File: config.mk
export PLATFORM = sky130hd
export DESIGN_NAME = dyna_tree_p
export DESIGN_NICKNAME = d
export VERILOG_FILES = /design/src/rtl/dtree_pkg.sv /design/src/rtl/dtree_in_filter.sv /design/src/rtl/dyna_tree_p.sv /design/src/rtl/dtree_node.sv
export SDC_FILE = /design/constraint.sdc
export NUM_CORES = 2
export LEC_CHECK = 0
export CAP_MARGIN = 20
export CORE_UTILIZATION = 60
export CTS_BUF_LIST = sky130_fd_sc_hd__clkbuf_16
export DETAILED_ROUTE_END_ITERATION = 8
export PLACE_DENSITY = 0.72
export SLEW_MARGIN = 20
export SYNTH_ARGS = -nofsm -noshare
export SYNTH_HDL_FRONTEND = slang
export SYNTH_SLANG_ARGS = --single-unit
File: constraint.sdc
create_clock -name clk -period 4 [get_ports clk]
set_clock_uncertainty 0.2 [all_clocks]
set_input_delay 1 -clock clk [delete_from_list [all_inputs] [get_ports clk]]
set_output_delay 1 -clock clk [all_outputs]
set_load 0.01 [all_outputs]
File: src/rtl/dtree_pkg.sv
// Shared codes, targets and node states for the dynamic expression tree.
package dtree_pkg;

    localparam logic [31:0] K_LEAF = 32'd8;

    typedef enum logic [2:0] {
        M_EMPTY = 3'd0,
        M_EOF   = 3'd1,
        M_READY = 3'd2,
        M_WRITE = 3'd3,
        M_READ  = 3'd4
    } VMeta;

    typedef enum logic [2:0] {
        K_STOP  = 3'd5,
        K_ERR   = 3'd6,
        K_APPLY = 3'd7
    } VKind;

    typedef enum logic [1:0] {
        TGT_PARENT   = 2'd0,
        TGT_CHILDREN = 2'd1,
        TGT_LEFT     = 2'd2,
        TGT_RIGHT    = 2'd3
    } VTarget;

    localparam logic [1:0] COM_WORK  = 2'd0;
    localparam logic [1:0] COM_CLEAR = 2'd1;

    localparam logic [3:0] S_IDLE     = 4'd0;
    localparam logic [3:0] S_WR_L     = 4'd1;
    localparam logic [3:0] S_WR_R     = 4'd2;
    localparam logic [3:0] S_READY    = 4'd3;
    localparam logic [3:0] S_LEAF_EOF = 4'd4;
    localparam logic [3:0] S_RD_LW    = 4'd5;
    localparam logic [3:0] S_RD_L     = 4'd6;
    localparam logic [3:0] S_RD_RW    = 4'd7;
    localparam logic [3:0] S_RD_R     = 4'd8;
    localparam logic [3:0] S_ERR      = 4'd9;

    function automatic logic is_leaf_tok(input logic [31:0] tok);
        return tok >= K_LEAF;
    endfunction

endpackage

File: src/rtl/dtree_in_filter.sv
// Addressing filter: messages not aimed at this node read as EMPTY.
module dtree_in_filter
    import dtree_pkg::*;
#(
    parameter int DW      = 8,
    parameter int IMRIGHT = 0
) (
    input  logic [DW-1:0] pMsg,
    input  logic [1:0]    pTgt,
    input  logic [DW-1:0] lMsg,
    input  logic [1:0]    lTgt,
    input  logic [DW-1:0] rMsg,
    input  logic [1:0]    rTgt,
    output logic [DW-1:0] pSeen,
    output logic [DW-1:0] lSeen,
    output logic [DW-1:0] rSeen
);

    localparam logic [1:0] MY_TGT = (IMRIGHT != 0) ? TGT_RIGHT : TGT_LEFT;

    // Pass each message only when its target addresses this node.
    always_comb begin
        pSeen = {DW{1'b0}};
        lSeen = {DW{1'b0}};
        rSeen = {DW{1'b0}};
        if (pTgt == TGT_CHILDREN || pTgt == MY_TGT) begin
            pSeen = pMsg;
        end else begin
            pSeen = {DW{1'b0}};
        end
        if (lTgt == TGT_PARENT) begin
            lSeen = lMsg;
        end else begin
            lSeen = {DW{1'b0}};
        end
        if (rTgt == TGT_PARENT) begin
            rSeen = rMsg;
        end else begin
            rSeen = {DW{1'b0}};
        end
    end

endmodule

File: src/rtl/dyna_tree_p.sv
// Recursive subtree of dtree_node cells; the bottom row sees STOP from its
// missing children and error flags are ORed toward the root.
module dyna_tree_p
    import dtree_pkg::*;
#(
    parameter int DW      = 8,
    parameter int LEVEL   = 4,
    parameter int IMRIGHT = 0
) (
    input  logic          clk,
    input  logic          rst,
    input  logic [1:0]    glob_com,
    input  logic [DW-1:0] p_msg,
    input  logic [1:0]    p_tgt,
    output logic [DW-1:0] out_msg,
    output logic [1:0]    out_tgt,
    output logic          err
);

    logic [DW-1:0] lMsg_s, rMsg_s;
    logic [1:0]    lTgt_s, rTgt_s;
    logic          nodeErr_s, lErr_s, rErr_s;

    dtree_node #(.DW(DW), .LEVEL(LEVEL), .IMRIGHT(IMRIGHT)) u_node (
        .clk(clk), .rst(rst), .glob_com(glob_com),
        .p_msg(p_msg), .p_tgt(p_tgt),
        .l_msg(lMsg_s), .l_tgt(lTgt_s),
        .r_msg(rMsg_s), .r_tgt(rTgt_s),
        .out_msg(out_msg), .out_tgt(out_tgt), .err(nodeErr_s)
    );

    generate
        if (LEVEL > 0) begin : g_kids
            dyna_tree_p #(.DW(DW), .LEVEL(LEVEL - 1), .IMRIGHT(0)) u_left (
                .clk(clk), .rst(rst), .glob_com(glob_com),
                .p_msg(out_msg), .p_tgt(out_tgt),
                .out_msg(lMsg_s), .out_tgt(lTgt_s), .err(lErr_s)
            );
            dyna_tree_p #(.DW(DW), .LEVEL(LEVEL - 1), .IMRIGHT(1)) u_right (
                .clk(clk), .rst(rst), .glob_com(glob_com),
                .p_msg(out_msg), .p_tgt(out_tgt),
                .out_msg(rMsg_s), .out_tgt(rTgt_s), .err(rErr_s)
            );
        end else begin : g_bottom
            assign lMsg_s = {{(DW-3){1'b0}}, K_STOP};
            assign rMsg_s = {{(DW-3){1'b0}}, K_STOP};
            assign lTgt_s = TGT_PARENT;
            assign rTgt_s = TGT_PARENT;
            assign lErr_s = 1'b0;
            assign rErr_s = 1'b0;
        end
    endgenerate

    assign err = nodeErr_s | lErr_s | rErr_s;

endmodule

File: src/rtl/dtree_node.sv
// One cell of the expression tree: stores a token, routes prefix writes to its
// children and replays the subtree in the same order on READ.
module dtree_node
    import dtree_pkg::*;
#(
    parameter int DW      = 8,
    parameter int LEVEL   = 4,
    parameter int IMRIGHT = 0
) (
    input  logic          clk,
    input  logic          rst,
    input  logic [1:0]    glob_com,
    input  logic [DW-1:0] p_msg,
    input  logic [1:0]    p_tgt,
    input  logic [DW-1:0] l_msg,
    input  logic [1:0]    l_tgt,
    input  logic [DW-1:0] r_msg,
    input  logic [1:0]    r_tgt,
    output logic [DW-1:0] out_msg,
    output logic [1:0]    out_tgt,
    output logic          err
);

    localparam logic [DW-1:0] T_EMPTY = {{(DW-3){1'b0}}, M_EMPTY};
    localparam logic [DW-1:0] T_EOF   = {{(DW-3){1'b0}}, M_EOF};
    localparam logic [DW-1:0] T_READY = {{(DW-3){1'b0}}, M_READY};
    localparam logic [DW-1:0] T_READ  = {{(DW-3){1'b0}}, M_READ};
    localparam logic [DW-1:0] T_STOP  = {{(DW-3){1'b0}}, K_STOP};
    localparam logic [DW-1:0] T_ERR   = {{(DW-3){1'b0}}, K_ERR};
    localparam logic [DW-1:0] T_APPLY = {{(DW-3){1'b0}}, K_APPLY};

    logic [DW-1:0] p_s, l_s, r_s;
    logic [3:0]    state_r, nextState_s;
    logic [DW-1:0] value_r, nextValue_s, nextMsg_s;
    logic [1:0]    nextTgt_s;
    logic          nextErr_s;
    logic          inWrRd_s;

    dtree_in_filter #(.DW(DW), .IMRIGHT(IMRIGHT)) u_filter (
        .pMsg (p_msg), .pTgt (p_tgt),
        .lMsg (l_msg), .lTgt (l_tgt),
        .rMsg (r_msg), .rTgt (r_tgt),
        .pSeen(p_s),   .lSeen(l_s),   .rSeen(r_s)
    );

    assign inWrRd_s = (state_r == S_WR_L) || (state_r == S_WR_R) || (state_r == S_RD_LW) ||
                      (state_r == S_RD_L) || (state_r == S_RD_RW) || (state_r == S_RD_R);

    // Next-state, next-output and error decisions for work mode.
    always_comb begin
        nextState_s = state_r;
        nextValue_s = value_r;
        nextMsg_s   = T_EMPTY;
        nextTgt_s   = TGT_PARENT;
        nextErr_s   = err;
        if ((state_r != S_IDLE && (l_s == T_ERR || r_s == T_ERR)) ||
            (inWrRd_s && (l_s == T_STOP || r_s == T_STOP))) begin
            nextMsg_s   = T_ERR;
            nextErr_s   = 1'b1;
            nextState_s = S_ERR;
        end else begin
            case (state_r)
                S_IDLE: begin
                    if (p_s == T_APPLY) begin
                        if (LEVEL > 0) begin
                            nextValue_s = T_APPLY;
                            nextState_s = S_WR_L;
                        end else begin
                            nextMsg_s   = T_ERR;
                            nextErr_s   = 1'b1;
                            nextState_s = S_ERR;
                        end
                    end else if (is_leaf_tok(32'(p_s))) begin
                        nextValue_s = p_s;
                        nextMsg_s   = T_READY;
                        nextState_s = S_READY;
                    end else begin
                        nextState_s = S_IDLE;
                    end
                end
                S_WR_L: begin
                    if (l_s == T_READY) begin
                        nextMsg_s   = p_s;
                        nextTgt_s   = TGT_RIGHT;
                        nextState_s = S_WR_R;
                    end else if (l_s == T_EMPTY) begin
                        nextMsg_s = p_s;
                        nextTgt_s = TGT_LEFT;
                    end else begin
                        nextMsg_s = T_EMPTY;
                    end
                end
                S_WR_R: begin
                    if (r_s == T_READY) begin
                        nextMsg_s   = T_READY;
                        nextState_s = S_READY;
                    end else if (r_s == T_EMPTY) begin
                        nextMsg_s = p_s;
                        nextTgt_s = TGT_RIGHT;
                    end else begin
                        nextMsg_s = T_EMPTY;
                    end
                end
                S_READY: begin
                    if (p_s == T_READ) begin
                        nextMsg_s   = value_r;
                        nextState_s = (value_r == T_APPLY) ? S_RD_LW : S_LEAF_EOF;
                    end else begin
                        nextMsg_s = T_READY;
                    end
                end
                S_LEAF_EOF: begin
                    nextMsg_s   = T_EOF;
                    nextState_s = S_READY;
                end
                S_RD_LW, S_RD_RW: begin
                    if ((state_r == S_RD_LW ? l_s : r_s) == T_READY) begin
                        nextMsg_s   = T_READ;
                        nextTgt_s   = (state_r == S_RD_LW) ? TGT_LEFT : TGT_RIGHT;
                        nextState_s = (state_r == S_RD_LW) ? S_RD_L : S_RD_R;
                    end else begin
                        nextMsg_s = T_EMPTY;
                    end
                end
                // A child still showing READY has not yet seen the READ; treat it as a gap.
                S_RD_L: begin
                    if (l_s == T_EOF) begin
                        nextState_s = S_RD_RW;
                    end else if (l_s != T_EMPTY && l_s != T_READY) begin
                        nextMsg_s = l_s;
                    end else begin
                        nextMsg_s = T_EMPTY;
                    end
                end
                S_RD_R: begin
                    if (r_s == T_EOF) begin
                        nextMsg_s   = T_EOF;
                        nextState_s = S_READY;
                    end else if (r_s != T_EMPTY && r_s != T_READY) begin
                        nextMsg_s = r_s;
                    end else begin
                        nextMsg_s = T_EMPTY;
                    end
                end
                S_ERR: begin
                    nextMsg_s = T_ERR;
                end
                default: begin
                    nextState_s = S_IDLE;
                end
            endcase
        end
    end

    // State and output registers: reset/clear, freeze hold, or advance.
    always_ff @(posedge clk) begin
        if (rst || glob_com == COM_CLEAR) begin
            state_r <= S_IDLE;
            value_r <= {DW{1'b0}};
            out_msg <= {DW{1'b0}};
            out_tgt <= TGT_PARENT;
            err     <= 1'b0;
        end else if (glob_com[1]) begin
            state_r <= state_r;
            value_r <= value_r;
            out_msg <= out_msg;
            out_tgt <= out_tgt;
            err     <= err;
        end else begin
            state_r <= nextState_s;
            value_r <= nextValue_s;
            out_msg <= nextMsg_s;
            out_tgt <= nextTgt_s;
            err     <= nextErr_s;
        end
    end

endmodule
== After elaboration in Yosys (flattened, before gate mapping) ==
Index checks and enable logic that the tools add are counted.

* Muxes and demuxes: 824
* Equality and inequality tests: 722
* Magnitude comparators: 31
* Bitwise gates (word level): 78
* Reductions and logical operators: 599

{| class="wikitable"
|+ Operators by type and width
! operator !! number
|-
| $mux W8 || 293
|-
| $eq A8 B3 Y1 const B || 153
|-
| $pmux W8 S9 || 15
|-
| $mux W4 || 173
|-
| $pmux W8 S5 || 16
|-
| $pmux W4 S9 || 15
|-
| $eq A4 B3 Y1 const B || 124
|-
| $eq A8 B2 Y1 const B || 45
|-
| $mux W2 || 172
|-
| $pmux W4 S4 || 16
|-
| $eq A4 B2 Y1 const B || 62
|-
| $eq A4 B4 Y1 const B || 62
|-
| $ge A8 B4 Y1 const B || 31
|-
| $eq A8 B1 Y1 const B || 30
|-
| $logic_not A8 Y1 || 30
|-
| $ne A8 B2 Y1 const B || 30
|-
| $reduce_bool A8 Y1 || 30
|-
| $logic_or A1 B1 Y1 || 232
|-
| $ne A3 B1 Y1 const B || 56
|-
| $ne A3 B3 Y1 const B || 50
|-
| $eq A4 B1 Y1 const B || 31
|-
| $logic_not A4 Y1 || 31
|-
| $reduce_and A8 Y1 || 15
|-
| $reduce_or A7 Y1 || 16
|-
| 18 further kinds || 526
|}

* Logic and storage cells: 2393
* Input port bits: 14
* Flip-flop bits (word level): 681

== Depth between registers and ports, before layout ==
* Depth after elaboration: 10
* Mapped depth: 12
* Gate-level depth less buffers: 9

== Cells and area by module ==
Synthesis repeated with hierarchy kept, for this count alone.

* Cell total of the unflattened synthesis: 7165
* Area total of the unflattened synthesis: 60470.5 sq um

{| class="wikitable"
|+ By module, submodules not included
! module !! cells an instance !! instances !! sequential area each (sq um) !! area an instance (sq um)
|-
| dtree_node (g_kids.u_left.g_kids.u_left.g_kids.u_left.g_kids.u_left.u_node ...) || 207 || 16 || 460.4 || 1751.7
|-
| dtree_node (g_kids.u_left.g_kids.u_left.g_kids.u_left.u_node ...) || 197 || 14 || 460.4 || 1667.8
|-
| dtree_in_filter (g_kids.u_left.g_kids.u_left.g_kids.u_left.g_kids.u_right.u_node.u_filter ...) || 28 || 15 || 0.0 || 295.3
|-
| dtree_in_filter (g_kids.u_left.g_kids.u_left.g_kids.u_left.g_kids.u_left.u_node.u_filter ...) || 27 || 16 || 0.0 || 173.9
|-
| dtree_node (u_node) || 196 || 1 || 460.4 || 1667.8
|-
| dyna_tree_p (g_kids.u_left.g_kids.u_left.g_kids.u_left.g_kids.u_left ...) || 2 || 16 || 0.0 || 7.5
|-
| dyna_tree_p || 1 || 15 || 0.0 || 6.3
|}

== Least setup slack after synthesis ==
No wires, ideal clock.

* Path kind: input port to flip-flop
* Start: input port glob_com[1]
* End: register g_kids.u_right.g_kids.u_left.g_kids.u_right.g_kids.u_right.u_node.err
* Data required time: 3672 ps
* Setup time: 128 ps
* Stages on the path: 9
* Data arrival time: 2864 ps
* Slack: 808 ps
* Path buffers: 6
* Cells stage by stage: clkbuf_1 clkbuf_1 clkbuf_1 clkbuf_1 clkbuf_1 buf_1 nor2_1 nor2_1 nor2_1

* Word-level cells in the longest chain between the ends: 2

{| class="wikitable"
|+ RTL lines
! element !! line !! source
|-
| start, declared || dyna_tree_p.sv:12 || <nowiki>input logic [1:0] glob_com,</nowiki>
|-
| $eq A2 B1 Y1 or $not A1 Y1 (tied branches) || -- ||
|-
| $logic_or A1 B1 Y1 or $reduce_and A3 Y1 (tied branches) || -- ||
|-
| end signal, assigned || dtree_node.sv:168 || <nowiki>err <= err;</nowiki>
|-
| end signal, assigned || dtree_node.sv:174 || <nowiki>err <= nextErr_s;</nowiki>
|-
| end, declared || dtree_node.sv:21 || <nowiki>output logic err</nowiki>
|}

Several ways; a longest one is shown, not always the timed one.
A chain may end at the register's enable or synchronous reset.

== Final worst setup path ==
* Start: register g_kids.u_left.g_kids.u_left.g_kids.u_right.u_node.err
* End: output port err

* Word-level cells in the longest chain between the ends: 7

{| class="wikitable"
|+ RTL lines
! element !! line !! source
|-
| start, declared || dtree_node.sv:21 ||
|-
| start signal, assigned || dtree_node.sv:168 ||
|-
| start signal, assigned || dtree_node.sv:174 ||
|-
| $or A1 B1 Y1 (7 in series) || dyna_tree_p.sv:54 || <nowiki>assign err = nodeErr_s | lErr_s | rErr_s;</nowiki>
|-
| end, declared || dyna_tree_p.sv:17 || <nowiki>output logic err</nowiki>
|}

Every way passes these cells.

==> reports/results.txt <==
outcome = finished clean
1st-iter DRT viols = 5639
Max Cap Violations = 0
Mapped Area = 0.0398 sq mm
final setup vio count = 0
clk buf depth = 3
gr ovfl total = 0
Final HPWL DP = 90800 microns
CTS sink cnt = 681
synthesized flop and latch total = 681
GRT Total Usage = 37.2%
Die Area = 0.0674 sq mm
H-tree Lvls = 3
largest area contributor in the netlist = dfxtp_1
Die Width = 260 microns
routed vias = 41700
FP Rows = 94
slowest stage delay, CP = 660 ps
EDFF count, synth = 0
CTS tree = yes
P&R area growth vs syn = 7.94%
Main synth FF type = dfxtp_1
Yosys warnings = 0
placed cell count = 5972
TritonRoute pass-1 iters = 8
Achievable Freq = 256 MHz
Post-CTS Resized = 0
Detail Route Antenna Nets = 0
Synth cell types = 96
design area = 0.0430 sq mm
PortBufs = 24
r2r setup slk = 640 ps
CTS Buf Count = 75
drt total wl = 130000 microns
fin crit share = 97.8%
Hold Crit Class = register to register
vias in the first global route = 36700
share of layout cells above drive strength 1 = 6.02%
Worst-Margin Slew = 1070 ps
commonest non-fill, non-tap cells in the layout = 740 x nand2_1, 681 x dfxtp_1, 522 x a21oi_1
main area contributors after synthesis = dfxtp_1 34%, nand2_1 7.0%, a21oi_1 6.6%, nand3_1 4.5%, nor2_1 4.3%
share of the synthesized area in the top cell type = 34.3%
Clock Latency Late Sink = 640 ps
CP Data Arrival Time = 2710 ps
wire per inst = 21.3 microns
Final Worst Setup Slack = 90.0 ps
Worst-path clk slew = 60 ps
Critical Path Fanout Max = 2
critical-path cell list = nor4_1, and4_1, nand4_1, clkdlybuf4s50_1
Post-CTS Hold Buffers = 0
leakage = 14.5 nW
number of I/O pins = 25
commonest non-fill, non-tap cell in the layout = nand2_1
largest net degree at the start of global routing = 144
sequential area share after synthesis = 34.3%
Setup CP Type = register to output pin
minimum clock period = 3910 ps
clock root buffer master = clkbuf_16
crit-path leading delay family = simple AND/OR/NAND/NOR gates
core area = 0.0657 sq mm
slowest stage cell on the critical path = nor4_1
Peak VDD IR = 0.360 mV
required time of the critical path = 2800 ps
unrepaired setup endpoints after global routing = no
pre-CTS WS = 488 ps
gpl congestion = 0.996
antenna violations before repair = 1
Final TNS setup = 0 ps
total power = 0.0160 W
WP buf/inv = 1
# diodes = 0
PwrDens = 372 mW/mm^2
placed inst area = 0.0405 sq mm
critical path capture point type = output pin
vias per inst = 6.82
Final Non-Filler Cells = 6109
Slew Limit Fails = 0
DRC = 0
Max-slew headroom = 28.0%
Syn Area/Cell = 7.36 sq um
Hold Vio Cnt, Final = 0
DIE HEIGHT = 260 microns
final net count = 5243
startpoint types = register
# Post-CTS Setup Buffers = 0
initial core utilization = 60.5%
Syn Inst Count = 5408
ys async rst share = 0%
Syn Nets = 5466
first-pass GRT wire length = 205000 microns
logic make-up (layout without fill, tap and decap cells):
family | count (synthesis) | count (layout) | share of synthesized area, %
and+or+nand+nor | 2489 | 2489 | 31.4
AOI/OAI and AO/OA | 1588 | 1588 | 26.4
DFF | 681 | 681 | 34.3
buffers and inverters | 550 | 387 | 5.20
adders and majority gates | 44 | 44 | 1.38
muxes | 34 | 34 | 0.868
xor gates and xnor gates | 22 | 22 | 0.484
worst paths after layout:
path                  from                                            end  depth (start not counted)
setup reg to reg  register  g_kids.u_left.g_kids.u_left.u_node.out_msg[4]                          7
hold / removal    register                                       register                          2
hold reg to reg   register                                       register                          2
setup / recovery  register                                            err                          4
synth_stat cells (17+ instances only):
cell / count
a32o_1: 17
mux2i_1: 30
nor3_1: 169
nand3_1: 361
nand4_1: 57
or3_1: 46
a22oi_1: 70
o211ai_1: 22
a32oi_1: 29
nand4b_1: 20
or2_2: 40
buf_1: 48
o31ai_1: 21
clkbuf_1: 384
or4_1: 63
nor4b_1: 43
nand2_1: 740
nor2_1: 459
a21oi_1: 523
inv_1: 113
nand3b_1: 35
ha_1: 44
a221o_1: 21
nor2b_1: 72
a221oi_1: 63
a211oi_1: 46
a311oi_1: 21
o22ai_1: 26
o21ai_0: 292
a31oi_1: 75
a222oi_1: 40
o2111ai_1: 17
and2_1: 30
a22o_1: 59
a21boi_0: 28
o21a_1: 32
nor4bb_1: 19
nand2b_1: 86
nor4_1: 109
dfxtp_1: 681
and3_1: 58
routing by layer:
| metal | track usage [%] | share of wire, % | routed length (microns) |
|---|---|---|---|
| met1 | 52.8 | 44 | 56900 |
| met2 | 56.0 | 44 | 56600 |
| met3 | 6.59 | 9.2 | 12000 |
| met4 | 13.7 | 3.5 | 4610 |
| met5 | 0 | 0.0092 | 12 |
metrics by stage:
step | util (%) | hold slack [ps]
final | 65.3 | 255
after global routing | 65.3 | 278
after CTS | 65.3 | 253
after detailed placement | 61.6 | 243
after global placement | 61.6 | 233
after floorplan | - | 225
report_power, final:
group | internal [W] | total (W) | switching [W] | leakage [nW]
sequential | 0.00689 | 0.00722 | 0.000327 | 5.50
combinational | 0.000625 | 0.00174 | 0.00111 | 7.73
clock | 0.00408 | 0.00702 | 0.00294 | 1.24
total | 0.0116 | 0.0160 | 0.00438 | 14.5
worst reg2reg max path, cell delays in order, from the launching register on:
cell and delay, ps:
dfxtp_1 390, or4_1 720, or3b_1 530, o31ai_1 330, a2bb2oi_1 510, nor3_1 220
nand2_1 230, a32oi_1 80
final cells by class:
type                       count  area, sq um
inverter                     115          437
clock buffer                  77         1930
sequential                   681        13600
timing repair buffer         135         1210
tap                          864         1080
fill                        6002        22800
multi-input combinational   4177        24100
clock inverter                60          531
(Power assumes the default switching activity.)
